`src/rtl/if_stage.sv`:
```
// Instruction fetch stage: word-indexed PC, one-cycle BOOT after reset,
// then fetch with redirect > stall > sequential priority into the IF/ID register.
module if_stage #(
   parameter logic [31:0] RESET_PC  = 32'h0000_0000,
   parameter logic [31:0] NOP_INSTR = 32'h0000_0000
) (
   input  logic        clk,
   input  logic        rst_n,
   output logic [31:0] imem_addr,
   input  logic [31:0] imem_rdata,
   input  logic        stall,
   input  logic        redirect_valid,
   input  logic [31:0] redirect_target,
   output logic [31:0] id_instr,
   output logic [31:0] id_pc_plus1,
   output logic        id_valid,
   output logic [31:0] fetch_count
);

   localparam logic [0:0] BOOT = 1'b0;
   localparam logic [0:0] RUN  = 1'b1;

   logic [0:0]  state_reg;
   logic [31:0] pc_reg;
   logic [31:0] instr_reg;
   logic [31:0] pc_plus1_reg;
   logic        valid_reg;
   logic [31:0] count_reg;
   logic [31:0] pc_inc;

   // Natural 32-bit overflow gives the required wrap from all-ones to zero.
   assign pc_inc = pc_reg + 32'd1;

   always_ff @(posedge clk or negedge rst_n) begin
      if (!rst_n) begin
         state_reg    <= BOOT;
         pc_reg       <= RESET_PC;
         instr_reg    <= NOP_INSTR;
         pc_plus1_reg <= 32'd0;
         valid_reg    <= 1'b0;
         count_reg    <= 32'd0;
      end else begin
         case (state_reg)
            BOOT: begin
               state_reg <= RUN;
            end
            default: begin
               if (redirect_valid) begin
                  pc_reg       <= redirect_target;
                  instr_reg    <= NOP_INSTR;
                  pc_plus1_reg <= 32'd0;
                  valid_reg    <= 1'b0;
               end else if (!stall) begin
                  pc_reg       <= pc_inc;
                  instr_reg    <= imem_rdata;
                  pc_plus1_reg <= pc_inc;
                  valid_reg    <= 1'b1;
                  if (count_reg != 32'hFFFF_FFFF)
                     count_reg <= count_reg + 32'd1;
               end
            end
         endcase
      end
   end

   assign imem_addr   = pc_reg;
   assign id_instr    = instr_reg;
   assign id_pc_plus1 = pc_plus1_reg;
   assign id_valid    = valid_reg;
   assign fetch_count = count_reg;

endmodule

```
`config.mk`:
```
export PLATFORM = sky130hd
export DESIGN_NAME = if_stage
export DESIGN_NICKNAME = d
export VERILOG_FILES = /design/src/rtl/if_stage.sv
export SDC_FILE = /design/constraint.sdc
export NUM_CORES = 1
export LEC_CHECK = 0
export ABC_AREA = 0
export CORE_MARGIN = 5
export CORE_UTILIZATION = 47
export DETAILED_ROUTE_END_ITERATION = 16
export PLACE_DENSITY = 0.81
export SKIP_CTS_REPAIR_TIMING = 1
export SYNTH_ARGS = -nofsm -noshare
export SYNTH_HDL_FRONTEND = slang
export SYNTH_SLANG_ARGS = --single-unit
```
`constraint.sdc`:
```
create_clock -name clk -period 2.66 [get_ports clk]
set_input_delay 0.532 -clock clk [delete_from_list [all_inputs] [get_ports clk]]
set_output_delay 0.532 -clock clk [all_outputs]
set_load 0.05 [all_outputs]
```
==> results.sh, run 1 <==
export IMPL_status="complete, no violations"
export IMPL_met3WireLength_um=1500
export IMPL_hold_ws_ns=0.0715
export IMPL_ys_types=53
export IMPL_criticalPathCategory="reg2reg"
export IMPL_h_tree_depth=4
export IMPL_antenna_found_initial=0
export IMPL_path_max_fanout=7
export IMPL_setup_tns_ns=0
export IMPL_layout_common_cells="clkdlybuf4s50_1, dfrtp_1, nand2_1, nor2_1, a22o_1"
export IMPL_initial_core_util_pct=47.4
export IMPL_power_frac_comb_pct=30.0
export IMPL_start_kind="flop"
export IMPL_crit_arrival_ns=2.81
export IMPL_fillers=990
export IMPL_worstSetupEndpointType="flop"
export IMPL_register_area_um2=3250
export IMPL_timing_fmax_mhz=406
export IMPL_synthTopCellsByArea="dfrtp_1, a22o_1, xnor2_1, nand2_1, xor2_1"
export IMPL_netlist_area_um2=6220
export IMPL_cellPowerDensity_nw_per_um2=734
export IMPL_ys_flop_type="dfrtp_1"
export IMPL_gr_total_overflow=0
export IMPL_synth_edf_count=0
export IMPL_yosysTopAreaCell="dfrtp_1"
export IMPL_cts_tree="built"
export IMPL_maxSlewViolCount=0
export IMPL_syn_nets=689
export IMPL_ys_warn_count=0
export IMPL_ys_async_sr_fraction_pct=100
export IMPL_clock_sinks=130
export IMPL_synthToLayoutAreaGrowth_pct=45.2
export IMPL_gp_congestion=0.901
export IMPL_skew_ns=0.0114
export IMPL_finalPower_w=0.00664
export IMPL_p_seq_share_pct=37.3
export IMPL_num_vias=5908
export IMPL_yosys_register_bits=130
export IMPL_routedLengthMet1_um=7840
export IMPL_drt_pass1_iter_count=5
export IMPL_p_sw_share_pct=36.0
export IMPL_period_share_pct=92.6
export IMPL_cts_buffers=17
export IMPL_wl_per_cell_um=19.0
export IMPL_gr_usage_all_layers_pct=24.5
export IMPL_synth_area_per_cell_um2=10.1
export IMPL_antenna_cells=0
export IMPL_fin_nets=888
export IMPL_grt_max_degree=71
export IMPL_core_area_um2=13100
export IMPL_rows=42
export IMPL_cell_internal_pwr_w=0.00425
export IMPL_clk_insertion_delay_late_ns=0.42
export IMPL_setup_viol=0
export IMPL_p_clk_share_pct=32.7
export IMPL_postRouteAntennaNets=0
export IMPL_avgViaCountPerCell=5.87
export IMPL_yosysSeqAreaShare_pct=52.3
export IMPL_multi_input_area_um2=2790
export IMPL_die_height_um=125
export IMPL_hold_violations=0
export IMPL_clk_path_buf_depth=2
export IMPL_min_path_type="in2async"
export IMPL_drive_gt1_share_pct=8.54
export IMPL_cts_root_buf="clkbuf_16"
export IMPL_worstPathRequired_ns=3.01
export IMPL_netlist_area_leader_share_pct=52.3
export IMPL_power_leakage_nw=3.74
export IMPL_drt_iter0_markers=620
export IMPL_final_common_cell="clkdlybuf4s50_1"
export IMPL_drv_cap=0
export IMPL_peakVddDrop_v=0.000421
export IMPL_wirelength_um=19200
export IMPL_synth_cells=619
export IMPL_tightest_slew_ns=0.697
export IMPL_grt_pass1_wl_um=31100
export IMPL_dieArea_um2=15600
export IMPL_die_width_um=125
export IMPL_ios=197
export IMPL_path_clk_slew_ns=0.06
export IMPL_top_layer="met4"
export IMPL_grt_pass1_vias=5875
export IMPL_period_minus_slack_ns=2.46
export IMPL_dr_wl_met2_um=9190
export IMPL_maxSlewHeadroom_pct=53.1
export IMPL_p_sw_w=0.00239
export IMPL_dp_hpwl_um=13400
export IMPL_io_buffers=196
export IMPL_rsz0062_at_grt="no"
export IMPL_drcViolationCount=0
power by group through the flow:
stage | Clock (W) | Combinational, W | Sequential [W]
after detailed placement | 0 | 0.00199 | 0.00250
after CTS | 0.00219 | 0.00200 | 0.00247
final | 0.00217 | 0.00199 | 0.00248
after floorplan | 0 | 0.000490 | 0.00319
after global placement | 0 | 0.00197 | 0.00248
after global routing | 0.00229 | 0.00208 | 0.00252
synth_stat cells (all sizes together) (2+ instances only):
library cell	n
inv	6
a221o	3
xnor2	37
ha	2
a211oi	3
o22ai	21
or4	3
a311oi	7
a21o	3
xor2	20
o31ai	3
mux2	3
mux2i	5
nand4	25
o21ai	39
a22o	39
a22oi	5
or3	4
and4	7
dfrtp	130
buf	12
and2	3
clkbuf	31
nand2	61
nor2	40
nand3	26
nor4	3
a31oi	2
nor3	25
a21oi	24
and3	14
stage by stage:
stage	cells	setup slack (ns)	utilization [%]	instance area, um2
after detailed placement	975	0.0963	64.6	8490
after global routing	1007	0.0397	68.8	9040
after global placement	975	0.109	64.6	8490
after floorplan	619	0.126	-	6220
final	1007	0.197	68.8	9040
after CTS	1007	0.248	68.8	9040
routing by layer:
layer | track usage [%] | vias to the layer above
li1 | - | 2659
met1 | 32.2 | 2854
met2 | 38.9 | 337
met3 | 5.71 | 58
met4 | 10.8 | 0
met5 | 0 | -
logic make-up after synthesis:
| kind of cell | count (synthesis) | share of synthesized area [%] |
|---|---|---|
| simple gates | 216 | 17.8 |
| compound gates | 155 | 16.9 |
| flops | 130 | 52.3 |
| xor+xnor | 57 | 8.02 |
| buf+inv | 50 | 3.22 |
| mux | 8 | 1.35 |
| fa+ha+maj | 2 | 0.402 |
| other cells | 1 | 0.0603 |
critical path, cell delays in order (launching register included):
cell and delay, ns:
dfrtp_1 0.46, ha_1 0.27, nand3_1 0.14, buf_4 0.19, nor3_1 0.59, and3_1 0.32, a21oi_1 0.08, a31o_2 0.22
a21oi_1 0.13
worst paths after layout:
| check | startpoint | endpoint | slack, ns | depth (start not counted) |
|---|---|---|---|---|
| max | imem_addr[0] | imem_addr[10] | 0.20 | 8 |
| min | rst_n | id_pc_plus1[12] | 0.07 | 1 |
| max reg2reg | imem_addr[0] | imem_addr[10] | 0.20 | 8 |
| min reg2reg | id_pc_plus1[7] | id_pc_plus1[7] | 0.48 | 2 |
| max in group asynchronous | rst_n | id_instr[27] | 1.79 | 2 |
| min in group clk | id_pc_plus1[7] | id_pc_plus1[7] | 0.48 | 2 |
cell type report:
class | instances | share of cell area [%]
Sequential cell | 130 | 36.0
Multi-Input combinational cell | 439 | 30.9
Clock inverter | 10 | 0.941
Timing Repair Buffer | 223 | 24.3
Tap cell | 176 | 2.44
Inverter | 7 | 0.291
Clock buffer | 22 | 5.14
Note: power is estimated with default switching activity, not from simulation.
==> inputs of run 2 (changes only) <==
--- a/config.mk
+++ b/config.mk
@@ -7,9 +7,9 @@
 export LEC_CHECK = 0
 export ABC_AREA = 0
 export CORE_MARGIN = 5
-export CORE_UTILIZATION = 47
+export CORE_UTILIZATION = 50
 export DETAILED_ROUTE_END_ITERATION = 16
-export PLACE_DENSITY = 0.81
+export PLACE_DENSITY = 0.82
 export SKIP_CTS_REPAIR_TIMING = 1
 export SYNTH_ARGS = -nofsm -noshare
 export SYNTH_HDL_FRONTEND = slang
==> constraint.sdc (replaced) <==
create_clock -name clk -period 3.1 [get_ports clk]
set_input_delay 0.62 -clock clk [delete_from_list [all_inputs] [get_ports clk]]
set_output_delay 0.62 -clock clk [all_outputs]
set_load 0.05 [all_outputs]
==> results.sh, run 2 (synthesized netlist as in run 1, its figures left out) <==
export IMPL_status="complete, no violations"
export IMPL_cellPowerDensity_nw_per_um2=664
export IMPL_cts_root_buf="clkbuf_16"
export IMPL_gr_usage_all_layers_pct=26.9
export IMPL_core_area_um2=12100
export IMPL_tightest_slew_ns=0.995
export IMPL_fin_nets=878
export IMPL_maxSlewViolCount=0
export IMPL_drt_iter0_markers=560
export IMPL_num_vias=5886
export IMPL_drive_gt1_share_pct=7.55
export IMPL_grt_pass1_vias=5972
export IMPL_grt_max_degree=80
export IMPL_crit_arrival_ns=2.86
export IMPL_clock_sinks=130
export IMPL_rows=40
export IMPL_die_width_um=122
export IMPL_maxSlewHeadroom_pct=33.7
export IMPL_timing_fmax_mhz=388
export IMPL_die_height_um=122
export IMPL_antenna_cells=0
export IMPL_final_common_cell="clkdlybuf4s50_1"
export IMPL_gr_total_overflow=0
export IMPL_path_max_fanout=11
export IMPL_r2r_slack_ns=0.52
export IMPL_setup_tns_ns=0
export IMPL_dp_hpwl_um=13700
export IMPL_drcViolationCount=0
export IMPL_hold_violations=0
export IMPL_postLayoutCoreUtil_pct=74.6
export IMPL_gp_congestion=0.962
export IMPL_ios=197
export IMPL_cts_tree="built"
export IMPL_cts_buffers=17
export IMPL_rsz0062_at_grt="no"
export IMPL_power_leakage_nw=3.74
export IMPL_antenna_found_initial=0
export IMPL_criticalPathCategory="reg2reg"
export IMPL_period_share_pct=83.1
export IMPL_clk_insertion_delay_late_ns=0.41
export IMPL_grt_pass1_wl_um=31200
export IMPL_worstSetupEndpointType="flop"
export IMPL_setup_viol=0
export IMPL_io_buffers=196
export IMPL_h_tree_depth=4
export IMPL_skew_ns=0.00463
export IMPL_initial_core_util_pct=51.4
export IMPL_min_path_type="in2async"
export IMPL_drt_pass1_iter_count=6
export IMPL_wirelength_um=19800
export IMPL_period_minus_slack_ns=2.58
export IMPL_avgViaCountPerCell=5.95
export IMPL_path_clk_slew_ns=0.06
export IMPL_drv_cap=0
export IMPL_dieArea_um2=14800
export IMPL_postRouteAntennaNets=0
export IMPL_clk_path_buf_depth=2
export IMPL_wl_per_cell_um=20.0
export IMPL_layout_common_cells="clkdlybuf4s50_1, dfrtp_1, nand2_1, nor2_1, a22o_1"
export IMPL_ff2ff_path_depth=6
export IMPL_peakVddDrop_v=0.000450
export IMPL_start_kind="flop"
export IMPL_worstPathRequired_ns=3.39
export IMPL_synthToLayoutAreaGrowth_pct=45.1
## run 2: cell count changes in the layout (fill, tap and decap cells not counted), moves of 2 or more
| cell | delta |
|---|---|
| clkinv_2 | -2 |
| clkinvlp_4 | -3 |
| buf_4 | -9 |
| clkbuf_8 | +2 |
| bufinv_16 | +3 |
## run 2: where the power goes
part,internal [W],switching [W]
registers,0.00189,0.000250
clock network,0.00143,0.000735
logic,0.000607,0.00108
## run 2: critical path: stages (launching register included)
cell and delay, ns:
dfrtp_1 0.57, nand4_2 0.22, or4_4 0.59, or3_1 0.49, nor3_2 0.24, xnor2_1 0.24, o21ai_1 0.09
## run 2: worst paths after layout
check	startpoint	to
worst max-delay path	imem_addr[8]	id_pc_plus1[27]
worst min-delay path	rst_n	fetch_count[11]
worst max register to register	imem_addr[8]	id_pc_plus1[27]
worst min register to register	id_pc_plus1[3]	id_pc_plus1[3]
max in group asynchronous	rst_n	id_pc_plus1[2]
min in group clk	id_pc_plus1[3]	id_pc_plus1[3]
## run 2: area by class of cell
cell class,count,area (um2)
Multi-Input combinational cell,439,2790
Fill cell,856,3080
Inverter,7,26.3
Timing Repair Buffer,213,2110
Tap cell,168,210
Clock buffer,23,488
Clock inverter,9,151
Sequential cell,130,3250
## run 2: metal layers
metal  vias to the layer above  global-route usage, %  wire [um]
met5                         -                      0          0
met4                         0                   11.1        578
met3                        52                   6.82       1750
met2                       325                   43.6       9560
met1                      2874                   34.4       7870
li1                       2635                      -          -
## run 2: metrics by stage
stage	cells	area, um2	hold WS, ns	setup WS [ns]	power [W]
finish	989	9030	0.369	0.524	0.00599
global route	989	9030	0.457	0.417	0.00620
CTS	989	9030	0.400	0.590	0.00601
detailed placement	957	8390	0.475	0.383	0.00384
global placement	957	8390	0.463	0.473	0.00381
floorplan	619	6220	0.324	0.566	0.00316
==> inputs of run 3 (changes only) <==
--- a/config.mk
+++ b/config.mk
@@ -7,9 +7,9 @@
 export LEC_CHECK = 0
 export ABC_AREA = 0
 export CORE_MARGIN = 5
-export CORE_UTILIZATION = 50
+export CORE_UTILIZATION = 47
 export DETAILED_ROUTE_END_ITERATION = 16
-export PLACE_DENSITY = 0.82
+export PLACE_DENSITY = 0.78
 export SKIP_CTS_REPAIR_TIMING = 1
 export SYNTH_ARGS = -nofsm -noshare
 export SYNTH_HDL_FRONTEND = slang
==> constraint.sdc (replaced) <==
create_clock -name clk -period 2.5 [get_ports clk]
set_input_delay 0.5 -clock clk [delete_from_list [all_inputs] [get_ports clk]]
set_output_delay 0.5 -clock clk [all_outputs]
set_load 0.05 [all_outputs]
==> results.sh, run 3 (synthesized netlist as in run 1, its figures left out) <==
export IMPL_rsz0062_at_grt="no"
export IMPL_path_cells="nand4_2 > or4_4 > or3_1 > nor4_1 > mux2i_1 > a21oi_1"
export IMPL_fillers=997
export IMPL_peakVddDrop_v=0.000442
export IMPL_rows=42
export IMPL_worst_slack_ns=0.138
export IMPL_cts_root_buf="clkbuf_16"
export IMPL_avgViaCountPerCell=5.74
export IMPL_grt_pass1_wl_um=32400
export IMPL_register_area_um2=3260
export IMPL_hold_violations=0
export IMPL_ios=197
export IMPL_worstPathRequired_ns=2.80
export IMPL_final_common_cell="clkdlybuf4s50_1"
export IMPL_grt_pass1_vias=5975
export IMPL_tightest_slew_ns=0.726
export IMPL_start_kind="flop"
export IMPL_synthToLayoutAreaGrowth_pct=48.7
export IMPL_min_path_type="in2async"
export IMPL_drt_iter0_markers=620
export IMPL_cellPowerDensity_nw_per_um2=811
export IMPL_gp_congestion=0.908
export IMPL_critical_path_slowest_cell="or4_4"
export IMPL_criticalPathCategory="reg2reg"
export IMPL_postLayoutCellArea_um2=9250
export IMPL_die_height_um=125
export IMPL_path_clk_slew_ns=0.07
export IMPL_wl_per_cell_um=19.6
export IMPL_maxSlewViolCount=0
export IMPL_period_minus_slack_ns=2.36
export IMPL_path_max_fanout=9
export IMPL_die_width_um=125
export IMPL_clk_insertion_delay_late_ns=0.42
export IMPL_grt_max_degree=131
export IMPL_power_leakage_nw=3.85
export IMPL_crit_arrival_ns=2.66
export IMPL_placedInstanceArea_um2=8600
export IMPL_gr_total_overflow=0
export IMPL_postRouteAntennaNets=0
export IMPL_multi_input_area_um2=2800
export IMPL_maxSlewHeadroom_pct=51.6
export IMPL_initial_core_util_pct=47.4
export IMPL_gr_usage_all_layers_pct=25.8
export IMPL_drt_pass1_iter_count=5
export IMPL_status="complete, no violations"
export IMPL_dieArea_um2=15600
export IMPL_drive_gt1_share_pct=11.1
export IMPL_dp_hpwl_um=14000
export IMPL_core_area_um2=13100
export IMPL_clock_sinks=130
export IMPL_cts_tree="built"
export IMPL_num_vias=5867
export IMPL_antenna_found_initial=1
export IMPL_clk_path_buf_depth=2
export IMPL_worstSetupEndpointType="flop"
export IMPL_setup_viol=0
export IMPL_fin_nets=903
export IMPL_period_share_pct=94.5
export IMPL_cts_buffers=17
export IMPL_critical_path_max_stage_delay_ns=0.60
export IMPL_layout_common_cells="clkdlybuf4s50_1, dfrtp_1, nand2_1, buf_4, a22o_1"
export IMPL_drv_cap=0
export IMPL_io_buffers=196
export IMPL_drcViolationCount=0
export IMPL_h_tree_depth=4
export IMPL_place_ws_ns=-0.00167
export IMPL_skew_ns=0.0121
export IMPL_timing_fmax_mhz=423
export IMPL_wirelength_um=20000
-- run 3: cell count changes in the layout (fill, tap and decap cells not counted), sizes merged --
cell,previous run,this run
clkinvlp,1,3
buf,18,43
diode,0,1
inv,6,7
clkbuf,23,20
-- run 3: where the power goes --
part	switching (W)	internal [W]	total, W
Combinational	0.00140	0.000800	0.00220
Sequential	0.000260	0.00234	0.00260
Clock	0.000945	0.00175	0.00270
Total	0.00261	0.00489	0.00750
-- run 3: per-stage QoR --
step	utilization, %	setup TNS [ns]	power (W)	std cells	hold WS [ns]
floorplan	-	0	0.00392	619	0.204
global placement	65.4	0	0.00478	990	0.461
detailed placement	65.4	-0.00167	0.00483	990	0.469
CTS	70.3	0	0.00755	1022	0.210
global route	70.4	0	0.00780	1023	0.235
finish	70.4	0	0.00750	1023	0.112
-- run 3: metal layers --
layer | GRT usage, % | vias up | share of wire (%)
li1 | - | 2701 | -
met5 | 0 | - | 0
met2 | 40.4 | 263 | 49
met3 | 5.80 | 28 | 7.4
met1 | 35.3 | 2875 | 42
met4 | 9.95 | 0 | 1.9
-- run 3: path summary, 6_finish.rpt --
| path | startpoint | endpoint | slack (ns) | depth (start not counted) |
|---|---|---|---|---|
| setup / recovery | imem_addr[9] | imem_addr[31] | 0.14 | 6 |
| hold / removal | rst_n | id_pc_plus1[9] | 0.11 | 2 |
| setup reg to reg | imem_addr[9] | imem_addr[31] | 0.14 | 6 |
| hold reg to reg | id_pc_plus1[7] | id_pc_plus1[7] | 0.48 | 2 |
| max in group asynchronous | rst_n | imem_addr[9] | 1.77 | 2 |
| min in group clk | id_pc_plus1[7] | id_pc_plus1[7] | 0.48 | 2 |
-- run 3: layout make-up --
type	count	share of cell area (%)
repair buffers	238	24.9
well taps	176	2.38
inverters	7	0.284
multi-input cells	439	30.2
clock buffers	20	5.04
clock inverters	12	1.93
flip-flops and latches	130	35.2
diodes	1	0.0270
-- run 3: worst max-delay path: cells and delay by family, from the launching register on --
family | cells | cell delay [ns]
compound gates | 1 | 0.08
flops | 1 | 0.46
mux | 1 | 0.23
simple gates | 4 | 1.46
